==> src/rtl/kem_pkg.sv <==
// Shared KEM constants and FSM state encoding, used by the syndrome encoder
// and the bit-flipping decoder.
package kem_pkg;

    localparam int unsigned KEM_R     = 127;
    localparam int unsigned KEM_W     = 5;
    localparam int unsigned KEM_POS_W = 8;

    typedef enum logic [1:0] {
        ST_IDLE  = 2'd0,
        ST_CHECK = 2'd1,
        ST_CALC  = 2'd2,
        ST_DONE  = 2'd3
    } kem_state_t;

endpackage

==> src/rtl/mod_r_add.sv <==
// (i + pos) mod R by a single conditional subtract; both operands are
// expected below R, so one subtraction is always enough.
module mod_r_add
    import kem_pkg::*;
#(
    parameter int unsigned R     = KEM_R,
    parameter int unsigned POS_W = KEM_POS_W,
    parameter int unsigned I_W   = 7
) (
    input  logic [I_W-1:0]   i,
    input  logic [POS_W-1:0] pos,
    output logic [POS_W-1:0] idx
);

    logic [POS_W:0] sum;
    logic [POS_W:0] wrapped;

    always_comb begin
        sum     = {1'b0, pos} + (POS_W+1)'(i);
        wrapped = sum - (POS_W+1)'(R);
        idx     = (sum >= (POS_W+1)'(R)) ? wrapped[POS_W-1:0] : sum[POS_W-1:0];
    end

endmodule

==> src/rtl/syndrome_encoder.sv <==
// Sparse QC syndrome encoder: walks every (i,k) pair, one per cycle, and
// toggles s at (i + h_pos[k]) mod R for each set error bit.
module syndrome_encoder
    import kem_pkg::*;
#(
    parameter int unsigned R     = KEM_R,
    parameter int unsigned W     = KEM_W,
    parameter int unsigned POS_W = KEM_POS_W
) (
    input  logic                 clk,
    input  logic                 rst,
    input  logic                 start,
    input  logic [R-1:0]         e0_in,
    input  logic [R-1:0]         e1_in,
    input  logic [W*POS_W-1:0]   h0_pos_flat,
    input  logic [W*POS_W-1:0]   h1_pos_flat,
    output logic [R-1:0]         s_out,
    output logic                 busy,
    output logic                 done,
    output logic                 err
);

    localparam int unsigned I_W = (R > 1) ? $clog2(R) : 1;
    localparam int unsigned K_W = (W > 1) ? $clog2(W) : 1;

    kem_state_t state, state_next;

    logic [R-1:0]       e0_r, e1_r;
    logic [W*POS_W-1:0] h0_r, h1_r;
    logic [I_W-1:0]     i_r;
    logic [K_W-1:0]     k_r;
    logic [R-1:0]       s_r;
    logic               err_r;
    logic               done_r;

    logic [POS_W-1:0]   pos0, pos1;
    logic [POS_W-1:0]   idx0, idx1;
    logic [R-1:0]       tog0, tog1;
    logic               bad_pos;
    logic               last_pair;

    always_comb begin
        pos0      = h0_r[k_r*POS_W +: POS_W];
        pos1      = h1_r[k_r*POS_W +: POS_W];
        last_pair = (i_r == I_W'(R-1)) && (k_r == K_W'(W-1));
        bad_pos   = 1'b0;
        for (int unsigned n = 0; n < W; n++) begin
            if (32'(h0_r[n*POS_W +: POS_W]) >= R) bad_pos = 1'b1;
            if (32'(h1_r[n*POS_W +: POS_W]) >= R) bad_pos = 1'b1;
        end
        // Coinciding toggles from e0 and e1 cancel in the XOR, leaving s[idx] unchanged.
        tog0 = R'(e0_r[i_r]) << idx0;
        tog1 = R'(e1_r[i_r]) << idx1;
    end

    mod_r_add #(.R(R), .POS_W(POS_W), .I_W(I_W)) u_add0 (
        .i   (i_r),
        .pos (pos0),
        .idx (idx0)
    );

    mod_r_add #(.R(R), .POS_W(POS_W), .I_W(I_W)) u_add1 (
        .i   (i_r),
        .pos (pos1),
        .idx (idx1)
    );

    always_ff @(posedge clk or posedge rst) begin
        if (rst) state <= ST_IDLE;
        else     state <= state_next;
    end

    always_comb begin
        state_next = state;
        unique case (state)
            ST_IDLE:  if (start) state_next = ST_CHECK;
            ST_CHECK: state_next = bad_pos ? ST_DONE : ST_CALC;
            ST_CALC:  if (last_pair) state_next = ST_DONE;
            ST_DONE:  if (done_r && !start) state_next = ST_IDLE;
            default:  state_next = ST_IDLE;
        endcase
    end

    always_ff @(posedge clk or posedge rst) begin
        if (rst) begin
            e0_r   <= '0;
            e1_r   <= '0;
            h0_r   <= '0;
            h1_r   <= '0;
            i_r    <= '0;
            k_r    <= '0;
            s_r    <= '0;
            err_r  <= 1'b0;
            done_r <= 1'b0;
        end else begin
            unique case (state)
                ST_IDLE: begin
                    if (start) begin
                        e0_r   <= e0_in;
                        e1_r   <= e1_in;
                        h0_r   <= h0_pos_flat;
                        h1_r   <= h1_pos_flat;
                        i_r    <= '0;
                        k_r    <= '0;
                        s_r    <= '0;
                        err_r  <= 1'b0;
                        done_r <= 1'b0;
                    end
                end
                ST_CHECK: begin
                    if (bad_pos) err_r <= 1'b1;
                end
                ST_CALC: begin
                    s_r <= s_r ^ tog0 ^ tog1;
                    // Counters stop on the final pair instead of wrapping.
                    if (!last_pair) begin
                        if (k_r == K_W'(W-1)) begin
                            k_r <= '0;
                            i_r <= i_r + 1'b1;
                        end else begin
                            k_r <= k_r + 1'b1;
                        end
                    end
                end
                ST_DONE: begin
                    // done rises first; the exit to IDLE is only taken once it is visible.
                    if (!done_r)     done_r <= 1'b1;
                    else if (!start) done_r <= 1'b0;
                end
                default: ;
            endcase
        end
    end

    assign s_out = s_r;
    assign err   = err_r;
    assign done  = done_r;
    assign busy  = (state == ST_CHECK) || (state == ST_CALC);

endmodule

==> config.mk <==
export PLATFORM = sky130hd
export DESIGN_NAME = syndrome_encoder
export DESIGN_NICKNAME = d
export VERILOG_FILES = /design/src/rtl/kem_pkg.sv /design/src/rtl/mod_r_add.sv /design/src/rtl/syndrome_encoder.sv
export SDC_FILE = /design/constraint.sdc
export NUM_CORES = 2
export LEC_CHECK = 0
export BUFFER_PORTS_ARGS = -buffer_cell sky130_fd_sc_hd__buf_2
export CORE_AREA = 2 2 299 301
export DETAILED_ROUTE_END_ITERATION = 6
export DIE_AREA = 0 0 301 303
export GPL_TIMING_DRIVEN = 0
export PLACE_DENSITY_LB_ADDON = 0.3
export REMOVE_ABC_BUFFERS = 1
export SYNTH_ARGS = -nofsm -noshare
export SYNTH_HDL_FRONTEND = slang
export SYNTH_SLANG_ARGS = --single-unit
==> constraint.sdc <==
create_clock -name clk -period 16.2 [get_ports clk]
set_input_delay 0 -clock clk [delete_from_list [all_inputs] [get_ports clk]]
set_output_delay 0 -clock clk [all_outputs]
set_load 0.03 [all_outputs]
Yosys cells after proc, flatten, opt, wreduce, memory -nomap -nowiden
Index checks and enable logic that the tools add are counted.
{ "totals": {"register_bits": 475, "inputBits": 337, "elab_cells": 98, "out_inout_bits": 130} }
{ "classes": {"n_bitwise": 2, "mux": 37, "n_eq_ne": 11, "order_cmp": 13, "n_shift": 4, "n_reduce_logical": 15, "addsub": 6} }
{ "ops": {"columns": ["op", "count"], "rows": [
  ["127-bit case mux with 2 select lines", 1],
  ["1-bit by 8-bit left shift with 127-bit output", 2],
  ["127-bit XOR", 2],
  ["127-bit two-way mux", 1],
  ["8-bit by 7-bit greater-or-equal comparator with 1-bit output (second input constant)", 10],
  ["40-bit by 7-bit variable part select with 8-bit output", 2],
  ["7-bit two-way mux", 3],
  ["8-bit by 7-bit adder with 9-bit output", 2],
  ["9-bit by 7-bit greater-or-equal comparator with 1-bit output (second input constant)", 2],
  ["1-bit two-way mux", 17],
  ["8-bit two-way mux", 2],
  ["8-bit by 7-bit subtractor with 8-bit output (second input constant)", 2],
  ["1-bit binary-select mux with 7-bit select", 2],
  ["7-bit case mux with 2 select lines", 1],
  ["2-bit inequality test (second input constant)", 6],
  ["3-bit two-way mux", 3],
  ["3-bit AND reduction", 3],
  ["7-bit by 8-bit < comparator with 1-bit output (second input constant)", 1],
  ["2-bit case mux with 4 select lines", 1],
  ["7-bit by 1-bit adder with 7-bit output (second input constant)", 1],
  ["7-bit == test (second input constant)", 1],
  ["2-bit two-way mux", 3],
  ["3-bit case mux with 2 select lines", 1],
  ["2-bit AND reduction", 3],
  ["11 further kinds", 16]
]} }

Logic depth before layout (Yosys ltp)
{ "logic_depth": {"ltp_word": 13, "ltp_mapped": 23, "depth_no_buf": 17} }

Cells and area by module
Synthesis repeated with hierarchy kept, for this count alone.
{ "hier_totals": {"cells_unflattened": 2609, "hier_area_um2": 28501.1} }
{ "modules_own_cells": {"columns": ["mod", "area_each_um2", "cells_each", "instances"], "rows": [
  ["syndrome_encoder", 27062.2, 2417, 1],
  ["mod_r_add", 719.4, 96, 2]
]} }

Worst setup path before layout
Ideal clock, no wire load.
{ "synth_timing": {"kind": "reg2reg", "startpoint": "register k_r[2]", "endpoint": "register s_r[61] (netlist: s_out[61])", "setup_time_ns": 0.076, "path_buffers": 5, "setup_slack_ns": 10.977, "t_arrival_ns": 5.147, "path_stages_with_launch": 23, "cell_sequence": "dfrtp_1 buf_6 clkbuf_1 clkbuf_1 mux2i_1 nor2_1 a21oi_1 o22ai_1 ha_1 fa_1 a211oi_1 o21bai_1 and4_4 a41o_1 or2_4 buf_6 or4_4 o31ai_4 buf_8 nand4_1 xnor2_1 or3_1 o21ai_1"} }
{ "synth_via": {"elab_chain_len": 8} }
{ "synth_lines": {"columns": ["element", "line_no", "rtl"], "rows": [
  ["start: declaration", "syndrome_encoder.sv:31", "logic [K_W-1:0] k_r;"],
  ["start signal: assignment", "syndrome_encoder.sv:121", "k_r <= k_r + 1'b1;"],
  ["40-bit by 7-bit variable part select with 8-bit output", "syndrome_encoder.sv:43", "pos0 = h0_r[k_r*POS_W +: POS_W];"],
  ["8-bit by 7-bit adder with 9-bit output", "mod_r_add.sv:19", "sum = {1'b0, pos} + (POS_W+1)'(i);"],
  ["8-bit by 7-bit subtractor with 8-bit output / 9-bit by 7-bit greater-or-equal comparator with 1-bit output (equally long branches)", "mod_r_add.sv:20, mod_r_add.sv:21", null],
  ["8-bit two-way mux", "mod_r_add.sv:21", "idx = (sum >= (POS_W+1)'(R)) ? wrapped[POS_W-1:0] : sum[POS_W-1:0];"],
  ["1-bit by 8-bit left shift with 127-bit output", "syndrome_encoder.sv:52", "tog0 = R'(e0_r[i_r]) << idx0;"],
  ["127-bit XOR", "syndrome_encoder.sv:114", "s_r <= s_r ^ tog0 ^ tog1;"],
  ["127-bit XOR (*)", "syndrome_encoder.sv:114", null],
  ["127-bit case mux with 2 select lines (*)", "syndrome_encoder.sv:96", "unique case (state)"],
  ["end signal: assignment", "syndrome_encoder.sv:114", null],
  ["end: declaration", "syndrome_encoder.sv:32", "logic [R-1:0] s_r;"]
]} }
Mark *: on every way between the ends. The rest lies on a longest branch, timed or not.
A chain may end at the register's enable or synchronous reset.

Worst setup path in the final report
{ "layout_timing": {"startpoint": "register k_r[2]", "endpoint": "register s_r[1] (netlist: s_out[1])"} }
The elaborated chain is that of the path after synthesis.

==> results.tsv <==
metric	value	unit
area added between synthesis and finish	33.2	%
clock input transition at the sequential cells of the worst setup and hold paths	0.07	ns
number of H-tree branching levels	2	
worst hold margin	0.112	ns
portion of the post-synthesis area used by sequential elements	0.438	
Critical Setup Path Class	reg2reg	
count of antenna-violating nets left after detailed routing	0	
number of vias in the routed layout	22600	
maximum net fanout on the critical path	27	
synthesized instance count	2559	
most used flip-flop cell after synthesis	dfrtp_1	
crit share post-route	0.444	
core box area	88000	sq um
Worst R2R Setup Slack	9.00	ns
worst path arrival time	7.74	ns
area share of xor/xnor cells in the synthesized design	0.0490	
violated checks	capacitance limit, slew limit	
normalized max-slew margin	-0.000912	
vias in the first global route	23300	
final setup fails	0	
starting density of the core	0.308	
post-detail-place hpwl	64500	um
maximum number of pins on one net before global-route repair	123	
top post-synthesis cells by count	475 x dfrtp_1, 350 x mux2_2, 189 x nand2_1	
number of different library cells in the post-synthesis netlist	108	
start point of the worst min-delay path	e1_in[12]	
Post-Route WL	93100	um
root buffer selected by CTS	clkbuf_16	
# hold bufs at CTS	337	
number of cells on the worst reg-to-reg path	16	
Skew-Pair Late Insertion Delay	0.65	ns
global routing usage on met1	0.251	
Die W	301	um
total of max-cap violations	1	
most congested layer reported by global routing	met2	
leading post-synthesis cells by cell area	dfrtp_1 44%, mux2_2 15%, mux4_2 4.6%	
total DRC errors in the routed layout	0	
TritonCTS clock tree	yes	
final count of hold timing violations	0	
maximum vdd ir drop	0.155	mV
# port buffers	466	
number of post-CTS setup repair buffers	0	
first-pass GRT wire length	142000	um
synthesized-area fraction occupied by ao, oa, aoi and oai cells	0.0909	
largest family of logic cells by synthesized area	multiplexers	
total track usage	0.201	
Synth async-reset ratio	1.00	
area fraction in and, or, nand and nor cells after synthesis	0.155	
number of antenna violations at the first check in global routing	15	
Yosys reg bits	475	
worst min path class	in2reg	
Syn Area/Cell	10.6	sq um
cts repair resizes	0	
total power density per cell area	202	nW/um^2
GR Overflow Total	0	
number of slew-limit violations in the final report	1	
die extent in y	303	um
DR pass1 iterations	5	
global placer's final weighted congestion	0.844	
number of synthesized flops with an enable pin	0	
met3 layer usage reported by global route	0.0392	
global routing usage on met2	0.348	
Reg-to-Reg Start	k_r[2]$_DFFE_PP0P_	
most repeated cell in the gate-level netlist after synthesis	dfrtp_1	
buffer depth of the longest clock path	3	
Crit path max-delay family	simple AND/OR/NAND/NOR gates	
number of top-level design ports	467	
share of post-route cells with drive strength above 1	0.319	
fin util	0.411	
cts bufs inserted	58	
mux share of post-synthesis cell area	0.215	
number of warnings reported in the yosys synthesis log	0	
kind of end point of the critical path	flip-flop	
instance count along the most critical hold path	3	
slew at the pin with the worst max-slew slack	1.49	ns
CP Data Required Time	16.74	ns
standard cell with the maximum stage delay on the critical path	dfrtp_1	
setup repair after global routing missed its margin	false	
chain of cells forming the critical path	and2b_1, a21oi_1, o22ai_1, ha_1, fa_1, xor2_1, and3_1, nand2_1, nor4b_4, nor2_2, nand3_1, nand4_1, or3b_1, xnor2_1, or3_1, o21ai_1	
area of the mapped netlist	27100	sq um
final period demand of the worst path	7.20	ns
number of buffers and inverters on the critical path	0	
Worst Clk Skew	0.0483	ns
DR WL/cell	20.7	um
static leakage	0.0151	uW
number of filler instances in the final layout	8418	
outcome	complete, but fails checks	
Highest Clock Rate	139	MHz
Reg-to-Reg End	s_out[1]$_DFFE_PP0P_	
adder and majority cell fraction of the synthesized area	0.0125	
via density per instance	5.04	
nets@finish	3645	
Die Outline Area	91200	sq um
number of core rows	109	
biggest area consumer among synthesized cells	dfrtp_1	
proportion of netlist area held by the largest area contributor	0.438	
1st-iter DRT viols	1214	
clock net sink count	475	
capture endpoint of the worst hold path	e1_r[12]$_DFFE_PP0P_	
startpoint class of the critical path	flip-flop	
biggest cell delay along the critical path	1.20	ns
## cell usage in the layout, fill, tap and decap left out, types with 9 or more instances in the layout
| cell type | count |
|---|---|
| xnor2_1 | 87 |
| xor2_1 | 60 |
| clkbuf_1 | 12 |
| nand3b_1 | 21 |
| nand4_1 | 52 |
| and2_1 | 9 |
| mux2_2 | 350 |
| o22ai_1 | 34 |
| nand3_1 | 138 |
| ha_1 | 24 |
| dfrtp_1 | 471 |
| mux2i_1 | 59 |
| clkbuf_16 | 58 |
| nor3_1 | 49 |
| mux4_2 | 56 |
| diode_2 | 9 |
| clkbuf_8 | 13 |
| a21oi_1 | 119 |
| buf_2 | 466 |
| buf_16 | 14 |
| or3_1 | 107 |
| nand2b_1 | 17 |
| nor2b_1 | 10 |
| nor2_1 | 136 |
| o21ai_0 | 85 |
| a22o_1 | 12 |
| dlygate4sd3_1 | 337 |
| nand2_1 | 187 |
| o211ai_1 | 9 |
| inv_1 | 90 |
| o21ai_1 | 28 |
## worst max-delay path by stage
stage                         start                   end  depth (start not counted)
4_1_cts          k_r[2]$_DFFE_PP0P_  s_out[1]$_DFFE_PP0P_                         16
3_5_place_dp     k_r[2]$_DFFE_PP0P_  s_out[1]$_DFFE_PP0P_                         16
3_3_place_gp   state[0]$_DFFE_PP0P_    k_r[0]$_DFFE_PP0P_                          6
6_report         k_r[2]$_DFFE_PP0P_  s_out[1]$_DFFE_PP0P_                         16
5_1_grt          k_r[2]$_DFFE_PP0P_  s_out[1]$_DFFE_PP0P_                         16
2_1_floorplan                   rst      done$_DFFE_PP0P_                          1
## tightest hold or removal path, cell delays in order
cell	delay [ns]
dlygate4sd3_1	0.51
buf_2	0.09
mux2_2	0.13
## flip-flops by register name (all words and copies together) (netlist names)
signal,cells
s_out,127
h1_r,40
state,2
e0_r,127
err,1
i_r,7
k_r,3
done,1
e1_r,127
h0_r,40
## area by class of cell
type                    instances  area (sq um)  share of cell area
multi-input cells            1831         14200               0.394
flip-flops and latches        475         11900               0.329
repair buffers                821          6150               0.170
clock buffers                  83          1680              0.0464
well taps                    1165          1460              0.0403
inverters                      95           364              0.0101
clock inverters                19           329             0.00911
diodes                          9          22.5            0.000623
## metal layers
layer | wire (um) | vias up | part of all wire
met2 | 46100 | 662 | 0.50
li1 | - | 10700 | -
met4 | 2750 | 12 | 0.029
met1 | 38500 | 11100 | 0.41
met5 | 76 | - | 0.00082
met3 | 5640 | 177 | 0.061
## metrics by stage
step	total power, uW	std cells	setup WS, ns	cell area, sq um	TNS (ns)
finish	7300	4498	9.00	36100	0
global route	7750	4498	8.47	36100	0
CTS	7320	4489	8.97	36100	0
detailed placement	5850	4050	9.07	30700	0
global placement	6050	4032	-4.72	30200	-1892.46
floorplan	4740	2401	2.95	26400	0
## where the power goes
part | leakage, uW | switching, uW | internal, uW
clock | 0.000957 | 560 | 815
sequential | 0.00589 | 371 | 1700
combinational | 0.00828 | 2420 | 1430
## cell families after synthesis
logic type      Yosys count
compound gates          382
xor+xnor                150
fa+ha+maj                26
buf+inv                 253
flops                   475
mux                     468
simple gates            805
No activity file was read; power rests on OpenSTA's default activity.
